## src/rtl/adder_arb_pkg.sv

```systemverilog
// Shared definitions for the adder arbiter block.
//   DEFAULT_NREQ / DEFAULT_WIDTH : default requester count and operand width
//   reg_state_e                  : result register occupancy (EMPTY / FULL)
//   id_width()                   : bits needed to index NREQ requesters
package adder_arb_pkg;

  localparam int DEFAULT_NREQ  = 4;
  localparam int DEFAULT_WIDTH = 32;

  typedef enum logic {
    EMPTY = 1'b0,
    FULL  = 1'b1
  } reg_state_e;

  // Never narrower than one bit, so a degenerate count still gives a legal vector.
  function automatic int id_width(input int n);
    return (n <= 1) ? 1 : $clog2(n);
  endfunction

endpackage

```

## src/rtl/rr_arbiter.sv

```systemverilog
// Round-robin grant selection.
//   req   [NREQ]  : request vector (one bit per requester)
//   ptr   [PTR_W] : index searched first; search proceeds upward with wrap
//   en            : when low no grant is issued
//   grant [NREQ]  : one-hot grant, all zeros if disabled or nothing requested
module rr_arbiter #(
  parameter int NREQ  = 4,
  parameter int PTR_W = 2
) (
  input  logic [NREQ-1:0]  req,
  input  logic [PTR_W-1:0] ptr,
  input  logic             en,
  output logic [NREQ-1:0]  grant
);

  int               pos;
  logic [PTR_W-1:0] pos_idx;
  logic             found;

  // Walk the requesters starting at ptr; the first requesting one wins.
  always_comb begin
    grant   = '0;
    found   = 1'b0;
    pos     = 0;
    pos_idx = '0;
    for (int k = 0; k < NREQ; k++) begin
      pos = int'(ptr) + k;
      if (pos >= NREQ) pos = pos - NREQ;
      pos_idx = pos[PTR_W-1:0];
      if (en && !found && (pos < NREQ) && req[pos_idx]) begin
        grant[pos_idx] = 1'b1;
        found          = 1'b1;
      end
    end
  end

endmodule

```

## src/rtl/adder_arbiter.sv

```systemverilog
// Shared adder with round-robin access for NREQ requesters and a one-deep
// result register.
//   clk, rst_n            : rising-edge clock, asynchronous active-low reset
//   req_valid/req_ready   : per-requester handshake (at most one ready bit)
//   req_a/req_b           : packed operands, requester i at [i*WIDTH +: WIDTH]
//   res_valid/res_ready   : result handshake
//   res_sum/res_carry/res_ovf : A+B mod 2^WIDTH, unsigned carry, signed overflow
//   res_id                : requester that owns the current result
module adder_arbiter
  import adder_arb_pkg::*;
#(
  parameter int NREQ  = DEFAULT_NREQ,
  parameter int WIDTH = DEFAULT_WIDTH
) (
  input  logic                    clk,
  input  logic                    rst_n,
  input  logic [NREQ-1:0]         req_valid,
  output logic [NREQ-1:0]         req_ready,
  input  logic [NREQ*WIDTH-1:0]   req_a,
  input  logic [NREQ*WIDTH-1:0]   req_b,
  output logic                    res_valid,
  input  logic                    res_ready,
  output logic [WIDTH-1:0]        res_sum,
  output logic                    res_carry,
  output logic                    res_ovf,
  output logic [$clog2(NREQ)-1:0] res_id
);

  localparam int IDW = id_width(NREQ);

  reg_state_e       state_q, state_d;
  logic [IDW-1:0]   rr_ptr_q, rr_ptr_d;
  logic [WIDTH-1:0] sum_q, sum_d;
  logic             carry_q, carry_d;
  logic             ovf_q, ovf_d;
  logic [IDW-1:0]   id_q, id_d;

  logic [NREQ-1:0]  grant;
  logic             arb_en;
  logic             accept;
  logic [IDW-1:0]   grant_idx;
  logic [WIDTH-1:0] op_a [NREQ];
  logic [WIDTH-1:0] op_b [NREQ];
  logic [WIDTH-1:0] sel_a, sel_b;
  logic [WIDTH:0]   sum_ext;

  for (genvar gi = 0; gi < NREQ; gi++) begin : g_unpack
    assign op_a[gi] = req_a[gi*WIDTH +: WIDTH];
    assign op_b[gi] = req_b[gi*WIDTH +: WIDTH];
  end

  // Accepting is possible when the register is free or is being drained this
  // cycle. rst_n is folded in so no grant is ever shown during reset.
  assign arb_en = rst_n && ((state_q == EMPTY) || res_ready);

  rr_arbiter #(
    .NREQ  (NREQ),
    .PTR_W (IDW)
  ) u_rr_arbiter (
    .req   (req_valid),
    .ptr   (rr_ptr_q),
    .en    (arb_en),
    .grant (grant)
  );

  assign req_ready = grant;
  assign accept    = |grant;

  always_comb begin
    grant_idx = '0;
    for (int i = 0; i < NREQ; i++) begin
      if (grant[i]) grant_idx = IDW'(i);
    end
  end

  assign sel_a   = op_a[grant_idx];
  assign sel_b   = op_b[grant_idx];
  assign sum_ext = {1'b0, sel_a} + {1'b0, sel_b};

  always_comb begin
    state_d  = state_q;
    rr_ptr_d = rr_ptr_q;
    sum_d    = sum_q;
    carry_d  = carry_q;
    ovf_d    = ovf_q;
    id_d     = id_q;
    if (accept) begin
      state_d = FULL;
      if (int'(grant_idx) == NREQ - 1) rr_ptr_d = '0;
      else                             rr_ptr_d = grant_idx + 1'b1;
      sum_d   = sum_ext[WIDTH-1:0];
      carry_d = sum_ext[WIDTH];
      // Overflow: like-signed operands producing a result of the other sign.
      ovf_d   = (sel_a[WIDTH-1] == sel_b[WIDTH-1]) &&
                (sum_ext[WIDTH-1] != sel_a[WIDTH-1]);
      id_d    = grant_idx;
    end else if ((state_q == FULL) && res_ready) begin
      state_d = EMPTY;
    end
  end

  always_ff @(posedge clk or negedge rst_n) begin
    if (!rst_n) begin
      state_q  <= EMPTY;
      rr_ptr_q <= '0;
      sum_q    <= '0;
      carry_q  <= 1'b0;
      ovf_q    <= 1'b0;
      id_q     <= '0;
    end else begin
      state_q  <= state_d;
      rr_ptr_q <= rr_ptr_d;
      sum_q    <= sum_d;
      carry_q  <= carry_d;
      ovf_q    <= ovf_d;
      id_q     <= id_d;
    end
  end

  assign res_valid = (state_q == FULL);
  assign res_sum   = sum_q;
  assign res_carry = carry_q;
  assign res_ovf   = ovf_q;
  assign res_id    = id_q;

endmodule

```

## config.mk

```make
export PLATFORM = sky130hd
export DESIGN_NAME = adder_arbiter
export DESIGN_NICKNAME = d
export VERILOG_FILES = /design/src/rtl/adder_arb_pkg.sv /design/src/rtl/rr_arbiter.sv /design/src/rtl/adder_arbiter.sv
export SDC_FILE = /design/constraint.sdc
export NUM_CORES = 1
export LEC_CHECK = 0
export CORE_UTILIZATION = 39
export DETAILED_ROUTE_END_ITERATION = 6
export HOLD_SLACK_MARGIN = 0.1
export PLACE_DENSITY = 0.83
export SLEW_MARGIN = 20
export SYNTH_ARGS = -nofsm -noshare
export SYNTH_HDL_FRONTEND = slang
export SYNTH_SLANG_ARGS = --single-unit
```

## constraint.sdc

```tcl
create_clock -name clk -period 6.4 [get_ports clk]
set_clock_uncertainty 0.05 [all_clocks]
set_input_delay 0.96 -clock clk [delete_from_list [all_inputs] [get_ports clk]]
set_output_delay 0.96 -clock clk [all_outputs]
set_load 0.005 [all_outputs]
```

Word-level counts from Yosys, hierarchy flattened
Cells that the tools add are included.

Reduce and logical (&&, ||, !) cells: 24. $lt $le $gt $ge: 17. Muxes and demuxes: 39. Equality and inequality tests: 3. Bitwise logic cells: 5. Add/sub/neg operators: 9.

Operators by type and width (count): 32-bit 2-to-1 mux (8); 32-bit binary-select mux with 2-bit select (2); 32-bit by 4-bit < comparator with 1-bit output, second input constant (4); 32-bit by 4-bit >= comparator with 1-bit output, second input constant (3); 32-bit by 4-bit subtractor with 32-bit output, second input constant (3); 32-bit by 32-bit adder with 33-bit output (1); 1-bit logical AND (18); 4-bit 2-to-1 mux (4); 1-bit 2-to-1 mux (14); 2-bit by 3-bit < comparator with 1-bit output, second input constant (4); 4-bit bitwise OR (3); 1-bit binary-select mux with 2-bit select (4); 1-bit demux with 2-bit select (4); 2-bit by 1-bit >= comparator with 1-bit output, second input constant (4); 2-bit by 2-bit adder with 3-bit output, second input constant (2); 2-bit 2-to-1 mux (3); 4-bit OR reduction (1); 2-bit by 3-bit subtractor with 4-bit output, second input constant (1); 2-bit by 1-bit adder with 3-bit output, second input constant (1); 2-bit by 3-bit >= comparator with 1-bit output, second input constant (1); 3-bit >= comparator, second input constant (1); 1-bit zero test (3); 2-bit NOT with 3-bit output (1); 2-bit by 1-bit adder with 2-bit output, second input constant (1); 6 further kinds (6).

Register bits after elaboration: 39. Output and inout bits: 41. Input bits: 263.

Logic depth before layout (Yosys ltp)
Depth after elaboration: 31. Depth in mapped cells: 26. Mapped depth without buffers: 22.

Hierarchy
Synthesis repeated with hierarchy kept, for this count alone.

Cells, all modules: 782. Area total of the unflattened synthesis: 5544.1 µm².

Modules (own cells, without submodules): adder_arbiter (cells an instance 746, area each 5162.5 µm², times used 1, seq. area each 975.9 µm²); rr_arbiter (cells an instance 36, area each 381.6 µm², times used 1, seq. area each 0.0 µm²).

Worst setup path after synthesis
No wires, ideal clock.

Path type: input to register. Start: in req_valid[1]. End: reg sum_q[26], in the netlist res_sum[26]. Path slack: 728 ps. Library setup time: 124 ps. Stages on the path: 18. Arrival time: 5498 ps. Path buffers: 2. Path through: mux4_2 -> a221o_1 -> a32oi_2 -> buf_2 -> buf_1 -> a311oi_1 -> a21o_1 -> ha_1 -> fa_1 -> a21o_1 -> a221oi_1 -> o21ai_0 -> a21oi_1 -> o211ai_1 -> a221o_1 -> o31ai_1 -> xor2_1 -> o21ai_1.

Longest elaborated chain between the ends: 27. Elaborated cells on any way between the ends: 43. Classes of those cells: 1 x add/sub; 24 x mux; 4 x bitwise; 14 x reduce/logical.

RTL lines: start: declaration (line adder_arbiter.sv:17) `input logic [NREQ-1:0] req_valid,`; 1-bit binary-select mux with 2-bit select (line rr_arbiter.sv:30) `if (en && !found && (pos < NREQ) && req[pos_idx]) begin`; 1-bit 2-to-1 mux (implied by the code) (line rr_arbiter.sv:30); 1-bit logical AND (line rr_arbiter.sv:30); 1-bit 2-to-1 mux (line rr_arbiter.sv:30); 1-bit zero test (line rr_arbiter.sv:30); 1-bit logical AND (3 in series) (line rr_arbiter.sv:30); 1-bit 2-to-1 mux (line rr_arbiter.sv:30); 1-bit zero test (line rr_arbiter.sv:30); [5 not listed]; 1-bit logical AND (3 in series) (line rr_arbiter.sv:30); 4-bit 2-to-1 mux * (line rr_arbiter.sv:30); 1-bit 2-to-1 mux (line adder_arbiter.sv:72) `if (grant[i]) grant_idx = IDW'(i);`; 2-bit 2-to-1 mux (2 in series) (line adder_arbiter.sv:72); 2-bit NOT with 3-bit output (implied by the code) (line adder_arbiter.sv:76, adder_arbiter.sv:77); 32-bit binary-select mux with 2-bit select, on equally long branches (line adder_arbiter.sv:76, adder_arbiter.sv:77); 32-bit 2-to-1 mux, on equally long branches (2 in series) (line adder_arbiter.sv:76, adder_arbiter.sv:77); 32-bit by 32-bit adder with 33-bit output (line adder_arbiter.sv:78) `assign sum_ext = {1'b0, sel_a} + {1'b0, sel_b};`; end signal: assignment (line adder_arbiter.sv:113) `sum_q <= sum_d;`; end: declaration (line adder_arbiter.sv:33) `logic [WIDTH-1:0] sum_q, sum_d;`.

Mark *: on every way between the ends. The rest lies on a longest branch, timed or not. The select of a mux whose other input is x is not followed. A chain may end at the register's enable or synchronous reset.

Final worst setup path
Same ends and word-level chain as after synthesis.

==> run summary <==
total grt overflow - 0
Routed WL - 20300 um
Worst-Skew Late Latency - 0.28 ns
DR vias/cell - 5.46
Post-DP Area - 0.00838 mm^2
crit share post-route - 0.933
Root Driver - clkbuf_16
Mapped Area - 0.00514 mm^2
Hold Slack - 0.430 ns
Cell Rows - 41
Arr. time, crit path - 6.07 ns
sequential share of the synthesized area - 0.190
clock sink count - 39
largest family of logic cells by synthesized area - compound AO/OA/AOI/OAI gates
Final Cell Area - 0.00852 mm^2
final worst slack - 0.427 ns
xor-xnor portion of the synthesized cell area - 0.0494
Slowest-stage cell, CP - mux4_2
H-tree depth - 2
Critical Path Max Stage Delay - 0.57 ns
Synth Area in Compound Gates - 0.358
initial antenna violation count - 1
Syn-to-layout area delta - 65.7%
outcome - complete, no violations
die area - 0.0136 mm^2
VDD IR-drop max - 0.000320 V
DRC - 0
detailed placement HPWL - 16400 um
FFs w/ async S/R, synth - 1.00
TritonCTS clock tree - built
post-CTS setup buffer count - 0
Final Slew Violations - 0
gpl congestion - 0.863
initial core utilization - 0.404
routed wire length on met2 - 9610 um
CP Cell Sequence - clkdlybuf4s50_1 -> mux4_2 -> a221o_1 -> a32oi_4 -> buf_12 -> a311oi_1 -> a21o_1 -> ha_1 -> fa_1 -> a21o_1 -> a221oi_1 -> o21ai_0 -> a21oi_2 -> o211ai_1 -> a221o_1 -> o31ai_1 -> xor2_1 -> o21ai_1
wire per inst - 17.0 um
IO buf count - 303
Leakage - 3.70 nW
mux cell area share after synthesis - 0.0280
Hold Fails Final Rpt - 0
kind of critical path - input port to flop
RSZ-0062 raised after global routing - no
# IOs - 304
PwrDens - 649 mW/mm^2
number of nets in the finished design - 1324
CTS Hold Buffers Added - 0
die width - 117 um
# setup viols final - 0
fin crit period - 5.97 ns
Max-slew headroom - 0.542
Clock Tree Buf Depth - 2
max cap viols - 0
Max Clock Freq - 167 MHz
Worst-Margin Slew - 0.687 ns
post-synthesis adder-cell area fraction - 0.0964
initial drt markers - 422
Syn Inst Count - 745
Die Height - 117 um
drt pass-1 iters - 5
first-pass GRT wire length - 30500 um
clock slew at reported path FFs - 0.06 ns
distinct cell type count after synthesis - 49
syn_nets - 1047
largest net degree at the start of global routing - 70
Critical Path RT - 6.50 ns
Design Power - 5.53 mW
Top FF cell, synth - dfrtp_1
Setup crit end kind - flop
met3 wire len - 1540 um
CP max FO - 33
setup TNS - 0 ns
number of synthesized flops with an enable pin - 0
core area - 0.0127 mm^2
Seq cells post-synth - 39
CTS buffer count - 5
Final ANT Viol Nets - 0
met1 WL - 8250 um
Avg Cell Area, Syn - 6.90 um^2
overall routing resource usage - 0.290
Worst Hold Class - flop to flop
crit path launch type - input port
vias in the first global route - 6137
fillers - 1118
Synth Warn # - 0
DP Worst Slack - 0.0936 ns
Top Metal Used - met4
layout cells sized above 1 - 0.0391
FF-to-FF setup slack - 0.57 ns
vias - 6529
simple-gate share of the synthesized area - 0.225
[kinds of logic after synthesis]
family,count (synthesis)
xor+xnor,29
buf+inv,63
mux,9
fa+ha+maj,39
simple gates,287
flops,39
compound gates,279
[registers in the layout, indices dropped and copies added, names as in the netlist]
| signal | flops |
|---|---|
| res_carry | 1 |
| rr_ptr_q | 2 |
| res_ovf | 1 |
| res_id | 2 |
| res_sum | 32 |
| res_valid | 1 |
[final timing paths]
| path | cells past startpoint | from | endpoint |
|---|---|---|---|
| worst max-delay path | 18 | req_valid[1] | res_sum[26] |
| worst min-delay path | 2 | res_id[1] | res_id[1] |
| worst max register to register | 19 | rr_ptr_q[0] | res_sum[26] |
| worst min register to register | 2 | res_id[1] | res_id[1] |
| max in group asynchronous | 2 | rst_n | res_carry |
| min in group asynchronous | 1 | rst_n | rr_ptr_q[0] |
[repair_timing]
action	CTS	global route
gates resized for setup	0	1
endpoints found under the setup margin	0	1
hold endpoints to repair	0	0
[per-layer routing]
| metal | vias to the layer above | track usage |
|---|---|---|
| met5 | - | 0 |
| met4 | 0 | 0.137 |
| met3 | 53 | 0.0499 |
| met2 | 297 | 0.503 |
| met1 | 2950 | 0.350 |
| li1 | 3229 | - |
[cells in the mapped netlist, types with 15 or more instances]
| cell | number | area share |
|---|---|---|
| nand2_1 | 204 | 0.15 |
| a21oi_1 | 74 | 0.072 |
| nor2_1 | 56 | 0.041 |
| a21o_1 | 54 | 0.079 |
| a311oi_1 | 41 | 0.070 |
| o21ai_0 | 41 | 0.040 |
| dfrtp_1 | 39 | 0.19 |
| ha_1 | 38 | 0.092 |
| o21ai_1 | 28 | 0.027 |
| clkbuf_1 | 22 | 0.016 |
| buf_2 | 18 | 0.018 |
| xor2_1 | 15 | 0.026 |
[area by class of cell]
type,count,area (um^2),area share
clock buffer,7,133,0.0156
tap,172,215,0.0252
timing repair buffer,322,3230,0.379
antenna,1,2.50,0.000294
multi-input combinational,643,3920,0.460
sequential,39,976,0.115
clock inverter,1,5.00,0.000587
inverter,11,41.3,0.00484
[metrics by stage]
| step | utilization | std cells |
|---|---|---|
| after floorplan | - | 745 |
| after global placement | 0.659 | 1187 |
| after global routing | 0.670 | 1196 |
| final | 0.670 | 1196 |
| after CTS | 0.669 | 1195 |
| after detailed placement | 0.659 | 1187 |
[placed cells by master, fill, tap and decap left out, types with 3 or more instances in the layout]
cell and n:
a211o_1 4, a211oi_1 4, a21boi_0 3, a21o_1 54, a21oi_1 73, a221o_1 4, a221oi_1 3, a311oi_1 41
a31oi_1 5, and2_1 5, and3_1 4, buf_12 5, buf_4 14, clkbuf_16 5, clkdlybuf4s50_1 302, dfrtp_1 39
ha_1 38, inv_1 9, mux2_1 3, mux4_2 4, nand2_1 204, nand2b_1 7, nand3_1 3, nor2_1 56
o211ai_1 3, o21a_1 3, o21ai_0 41, o21ai_1 28, o31ai_1 4, xnor2_1 14, xor2_1 15
[critical path, delay by kind of cell]
family                     cells  cell delay, ns
AOI/OAI and AO/OA             12            3.04
xor gates and xnor gates       1            0.17
adders and majority gates      2            0.63
buffers and inverters          2            0.67
muxes                          1            0.57
[where the power goes]
part	leakage [nW]	switching, mW	total [mW]	internal, mW
Clock	0.0679	0.100	0.245	0.144
Sequential	0.475	0.0831	0.490	0.407
Combinational	3.16	2.65	4.80	2.15
Total	3.70	2.83	5.53	2.70
(Power assumes the default switching activity.)
